### src/rtl/jg3_share_arb.sv
// Round-robin arbiter sharing one JG3 code classifier among NREQ requesters.
// One transaction in flight: grant (IDLE), classify (EVAL), deliver (RESP).
module jg3_share_arb #(
  parameter int NREQ = 4,
  parameter int IDW  = 2
) (
  input  logic              clk,
  input  logic              rst,
  input  logic [NREQ-1:0]   req_valid,
  input  logic [3*NREQ-1:0] req_code,
  output logic [NREQ-1:0]   req_ready,
  output logic              rsp_valid,
  input  logic              rsp_ready,
  output logic [IDW-1:0]    rsp_id,
  output logic [2:0]        rsp_code,
  output logic              rsp_x,
  output logic              rsp_y,
  output logic              busy,
  output logic [7:0]        cnt_x,
  output logic [7:0]        cnt_y
);

  localparam int SW = IDW + 1;

  typedef enum logic [1:0] {
    S_IDLE,
    S_EVAL,
    S_RESP
  } state_t;

  state_t r_state;
  state_t w_next;

  logic [IDW-1:0]    r_last;
  logic [IDW-1:0]    r_id;
  logic [2:0]        r_code;
  logic              r_x;
  logic              r_y;
  logic [7:0]        r_cx;
  logic [7:0]        r_cy;

  logic [2*NREQ-1:0] w_dbl;
  logic [NREQ-1:0]   w_rot;
  logic [SW-1:0]     w_sum;
  logic              w_any;
  logic [IDW-1:0]    w_gnt;
  logic [2:0]        w_gcode;
  logic              w_acc;
  logic              w_hs;

  // Rotate so bit 0 is the requester just after the last winner.
  always_comb begin
    w_dbl = {req_valid, req_valid} >> ({1'b0, r_last} + SW'(1));
    w_rot = w_dbl[NREQ-1:0];
    w_any = 1'b0;
    w_sum = '0;
    w_gnt = '0;
    for (int j = 0; j < NREQ; j++) begin
      if (!w_any && w_rot[j]) begin
        w_any = 1'b1;
        w_sum = {1'b0, r_last} + SW'(j + 1);
        if (w_sum >= SW'(NREQ)) begin
          w_sum = w_sum - SW'(NREQ);
        end
        w_gnt = w_sum[IDW-1:0];
      end
    end
  end

  always_comb begin
    w_gcode = '0;
    for (int i = 0; i < NREQ; i++) begin
      if (w_gnt == IDW'(i)) begin
        w_gcode = req_code[3*i +: 3];
      end
    end
  end

  always_ff @(posedge clk) begin
    if (rst) begin
      r_state <= S_IDLE;
    end else begin
      r_state <= w_next;
    end
  end

  always_comb begin
    w_next = r_state;
    unique case (r_state)
      S_IDLE: if (w_any) w_next = S_EVAL;
      S_EVAL: w_next = S_RESP;
      S_RESP: if (rsp_ready) w_next = S_IDLE;
      default: w_next = S_IDLE;
    endcase
  end

  always_comb begin
    w_acc     = (r_state == S_IDLE) && w_any;
    w_hs      = (r_state == S_RESP) && rsp_ready;
    rsp_valid = (r_state == S_RESP);
    busy      = (r_state != S_IDLE);
    req_ready = w_acc ? (NREQ'(1) << w_gnt) : '0;
  end

  always_ff @(posedge clk) begin
    if (rst) begin
      r_last <= IDW'(NREQ - 1);
      r_id   <= '0;
      r_code <= '0;
      r_x    <= 1'b0;
      r_y    <= 1'b0;
      r_cx   <= '0;
      r_cy   <= '0;
    end else begin
      if (w_acc) begin
        r_last <= w_gnt;
        r_id   <= w_gnt;
        r_code <= w_gcode;
      end
      if (r_state == S_EVAL) begin
        r_x <= r_code[2] & (r_code[1] | r_code[0]);
        r_y <= (r_code == 3'd0);
      end
      if (w_hs) begin
        if (r_cx != 8'hFF) r_cx <= r_cx + {7'd0, r_x};
        if (r_cy != 8'hFF) r_cy <= r_cy + {7'd0, r_y};
      end
    end
  end

  assign rsp_id   = r_id;
  assign rsp_code = r_code;
  assign rsp_x    = r_x;
  assign rsp_y    = r_y;
  assign cnt_x    = r_cx;
  assign cnt_y    = r_cy;

endmodule

### config.mk
export PLATFORM = sky130hd
export DESIGN_NAME = jg3_share_arb
export DESIGN_NICKNAME = d
export VERILOG_FILES = /design/src/rtl/jg3_share_arb.sv
export SDC_FILE = /design/constraint.sdc
export NUM_CORES = 1
export LEC_CHECK = 0
export CAP_MARGIN = 25
export CORE_ASPECT_RATIO = 0.5
export CORE_MARGIN = 2
export CORE_UTILIZATION = 45
export DETAILED_ROUTE_END_ITERATION = 16
export PLACE_DENSITY = 0.8
export SKIP_LAST_GASP = 1
export SYNTH_ARGS = -nofsm -noshare
export SYNTH_HDL_FRONTEND = slang
export SYNTH_SLANG_ARGS = --single-unit
### constraint.sdc
create_clock -name clk -period 2 [get_ports clk]
set_input_delay 0.4 -clock clk [delete_from_list [all_inputs] [get_ports clk]]
set_output_delay 0.4 -clock clk [all_outputs]
set_load 0.005 [all_outputs]
# ---- Yosys cells after proc, flatten, opt, wreduce, memory -nomap -nowiden
# Cells that the tools add are included.
# Widths: inputs -> output; s select.
dict set report word_totals {
  register_bits 27
  input_bits 19
  out_inout_bits 29
  elab_cells 70
}
dict set report op_classes {
  add_sub_neg 10
  magnitude_cmp 4
  n_eq_ne 9
  shifts 2
  muxes 20
  bitwise 2
  reduce_logical 15
}
# operator n
set op_table {}
lappend op_table {{$mux 2} 10}
lappend op_table {{$add 8x1->8} 2}
lappend op_table {{$ne 8x8->1 const B} 2}
lappend op_table {{$ge 3x3->1 const B} 4}
lappend op_table {{$mux 3} 4}
lappend op_table {{$shr 8x3->4} 1}
lappend op_table {{$sub 2x1->2 const B} 4}
lappend op_table {{$add 2x2->3 const B} 2}
lappend op_table {{$eq 2x2->1 const B} 3}
lappend op_table {{$pmux 2 s3} 1}
lappend op_table {{$reduce_and 2->1} 3}
lappend op_table {{$logic_and 1x1->1} 5}
lappend op_table {{$eq 2x1->1 const B} 2}
lappend op_table {{$logic_not 2->1} 2}
lappend op_table {{$mux 1} 4}
lappend op_table {{$mux 4} 1}
lappend op_table {{$shl 1x2->4 const A} 1}
lappend op_table {{$add 2x1->3 const B} 1}
lappend op_table {{$add 2x3->3 const B} 1}
lappend op_table {{$logic_not 1->1} 3}
lappend op_table {{$logic_not 3->1} 1}
lappend op_table {{$ne 2x1->1 const B} 1}
lappend op_table {{$ne 2x2->1 const B} 1}
lappend op_table {{$reduce_bool 2->1} 1}
lappend op_table {{other kinds (2)} 2}

# ---- Longest topological paths before layout
dict set report depth {
  word_depth 17
  mapped_depth 6
}

# ---- Worst setup path before layout
# Ideal clock, no wire load.
dict set report synth_path {
  path_type {input -> output}
  from {input req_valid[0]}
  to {output req_ready[2]}
  t_arrival_ns 1.279
  path_slack_ns 0.321
  cell_stages 4
  cell_sequence {nor4_1 -> nor2_1 -> nand2_1 -> nor2_1}
}
dict set report synth_via {
  elab_chain_len 13
  word_cells_on_any_way 18
}
# item line_no
set synth_lines {}
lappend synth_lines {{from (decl)} 9} ;# input logic [NREQ-1:0] req_valid,
lappend synth_lines {{$shr 8x3->4 *} 53} ;# w_dbl = {req_valid, req_valid} >> ({1'b0, r_last} + SW'(1));
lappend synth_lines {{$mux 1} 59} ;# if (!w_any && w_rot[j]) begin
lappend synth_lines {{$logic_not 1->1} 59}
lappend synth_lines {{$logic_and 1x1->1} 59}
lappend synth_lines {{$mux 1} 59}
lappend synth_lines {{$logic_not 1->1} 59}
lappend synth_lines {{$logic_and 1x1->1} 59}
lappend synth_lines {{$mux 1} 59}
lappend synth_lines {{$logic_not 1->1} 59}
lappend synth_lines {{$logic_and 1x1->1} 59}
lappend synth_lines {{$mux 2 or $mux 1 (tied branches)} 59}
lappend synth_lines {{$shl 1x2->4 or $logic_and 1x1->1 (tied branches)} {102, 98}}
lappend synth_lines {{$mux 4 *} 102} ;# req_ready = w_acc ? (NREQ'(1) << w_gnt) : '0;
lappend synth_lines {{to (decl)} 11} ;# output logic [NREQ-1:0] req_ready,
# Mark *: on every way between the ends. The rest lies on a longest branch, timed or not.

# ---- Final worst setup path
dict set report layout_path {
  from {input req_valid[1]}
  to {output req_ready[1]}
}
# The elaborated chain is that of the path after synthesis.

==> results_dict.tcl <==
set metrics [dict create \
    ios 48 \
    met3_usage_pct 5.71 \
    cts_sinks 27 \
    cts_buffers 3 \
    dieArea_um2 3640 \
    core-area_um2 3000 \
    synth-async-reset-ratio_pct 0 \
    port_buffers 47 \
    syn_area_per_cell_um2 8.59 \
    synth.most_common_cell "dfxtp_1" \
    hold_class "reg2reg" \
    end_kind "output pin" \
    slew_headroom_pct 58.2 \
    vias_per_cell 5.53 \
    synth_cells 165 \
    yosysWarningCount 0 \
    setup_ws_ns 0.0491 \
    maxSlewViolCount 0 \
    cp_slowest_stage_delay_ns 0.27 \
    grt_pass1_vias 1352 \
    synth_ff_type "dfxtp_1" \
    setup_viol 0 \
    crit_chain "clkdlybuf4s15_1, buf_6, nand2b_4, o221a_4, buf_4, nand2b_4, nor2_2, buf_2" \
    crit_arrival_ns 1.55 \
    power_w 0.00128 \
    gr-total-overflow 0 \
    required_ns 1.60 \
    via_count 1493 \
    routed_wl_mm 3.75 \
    cts_tree "done" \
    drc_errors 0 \
    fin_nets 254 \
    path_clk_slew_ns 0.09 \
    path_class "in2out" \
    yosys.area.top_type "dfxtp_1" \
    fmax_mhz 513 \
    avgRoutedWirePerCell_um 13.9 \
    rows 14 \
    tightest_slew_ns 0.619 \
    clock_latency_ns 0.27 \
    place_area_um2 2020 \
    grt_usage_pct 21.1 \
    synth_edf_count 0 \
    slowest_stage "o221a_4" \
    clock-root-buffer "clkbuf_8" \
    outcome "complete, no violations" \
    synth-seq-cells 27 \
    synth.distinct_cells 41 \
    finalClockSkew_ns 0.00424 \
    synthToLayoutAreaGrowth_pct 55.1 \
    grt_pass1_wl_mm 6.09 \
    antenna_found_initial 0 \
    report.final.hold_viol_count 0 \
    period_minus_slack_ns 1.95 \
    power_density_nw_per_um2 583 \
    leakage_nw 0.855 \
    grt_use_met2_pct 39.4 \
    cts_buffer_depth 2 \
    initial_core_util_pct 47.3 \
    syn_nets 188 \
    die_y_um 43.7 \
    cp_num_buf_inv 4 \
    drt_iter0_markers 46 \
    syn_area_um2 1420 \
    start_kind "primary input" \
    synthTopCellsByArea "dfxtp_1 38%, mux2i_1 7.1%, nor2_1 5.3%" \
    drive_above_1_share_pct 21.7 \
    die_w_um 83.4 \
    drv_cap 0 \
    gr-usage-met1_pct 25.0 \
    synth_common_cells "27 x dfxtp_1, 20 x nor2_1, 13 x a21oi_1" \
    synth_top_area_share_pct 38.1 \
    h-tree-depth 1 \
    postCtsHoldBufs 0 \
    finalCritPeriodShare_pct 97.5 \
    top_usage_layer "met2" \
    ys_seq_area_share_pct 38.1 \
    ir_drop_mv 0.374 \
    dp_hpwl_mm 2.54 \
    antenna_cells 0 \
    critPathMaxFanout 4 \
    pre_cts_slack_ns -0.648 \
    ant_nets 0 \
    cpMostUsedCell "nand2b_4" \
    grt_max_degree 27 \
    globalplace.congestion 0.804 \
    stdcell_area_um2 2200 \
    critical_path.top_delay_family "buffers and inverters" \
    dr.pass1.iters 4 \
]
-- logic make-up after synthesis --
kind of cell	after synthesis	synth area share, %
muxes	10	7.06
DFF	27	38.1
adders and majority gates	4	3.53
xor gates and xnor gates	5	3.09
and+or+nand+nor	72	29.0
buffers and inverters	12	3.44
AOI/OAI and AO/OA	35	15.7
-- repair_timing --
item,CTS,global route
gates resized for setup,35,18
pin swaps,6,6
setup endpoints to repair,4,4
setup buffers,2,3
hold endpoints to repair,0,0
-- worst reg2reg max path, cell delays in order, from the launching register on --
cell	delay, ns
dfxtp_1	0.35
or2_4	0.28
buf_4	0.15
nor3_4	0.21
or4b_4	0.52
o221ai_1	0.21
-- routing by layer --
| metal | share of wire (%) | vias up |
|---|---|---|
| li1 | - | 735 |
| met1 | 42 | 692 |
| met2 | 50 | 62 |
| met3 | 7.0 | 4 |
| met4 | 1.0 | 0 |
| met5 | 0 | - |
-- power by group --
group / internal (W) / leakage (nW) / switching (W)
combinational: 0.000219 / 0.613 / 0.000155
clock: 0.000143 / 0.0228 / 0.000163
sequential: 0.000569 / 0.219 / 0.0000327
-- layout by cell type (no fill, tap or decap), types with 3 or more instances in the layout --
cell and count:
dfxtp_1 25, nand3_1 3, clkbuf_8 3, a21oi_1 12
mux2i_1 10, inv_1 6, buf_4 16, nand3b_1 4
clkbuf_2 3, buf_2 3, o221ai_1 3, or3_1 6
nand2b_1 3, ha_1 4, o21ai_0 6, xor2_1 3
o31ai_1 5, nand4_1 3, nor2_1 16, buf_6 4
nand2_1 6, clkdlybuf4s50_1 39
-- worst paths after layout --
check                             startpoint           end  slack, ns  cells after the start
worst max-delay path            req_valid[1]  req_ready[1]       0.05                      8
worst min-delay path               rsp_id[1]     rsp_id[1]       0.47                      2
worst max register to register    r_state[1]   rsp_code[0]       0.22                      5
worst min register to register     rsp_id[1]     rsp_id[1]       0.47                      2
-- layout make-up --
type,count,area [µm²]
multi-input cells,126,932
repair buffers,67,606
flip-flops and latches,27,543
fillers,220,797
clock buffers,4,45.0
inverters,6,22.5
well taps,40,50.0
-- per-stage QoR --
stage / std cells / setup TNS (ns) / hold WS (ns) / utilization, %
after floorplan: 165 / 0 / 0.453 / -
after global placement: 261 / -2.80 / 0.456 / 67.6
after detailed placement: 261 / -3.07 / 0.447 / 67.6
after CTS: 267 / -0.00120 / 0.460 / 71.6
after global routing: 270 / -0.0142 / 0.492 / 73.4
final: 270 / 0 / 0.468 / 73.4
-- state kept, by name, indices dropped and copies added (netlist names) --
signal,flops
cnt_x,8
cnt_y,8
rsp_code,3
r_last,2
r_state,2
rsp_id,2
rsp_x,1
rsp_y,1
(Power assumes the default switching activity.)
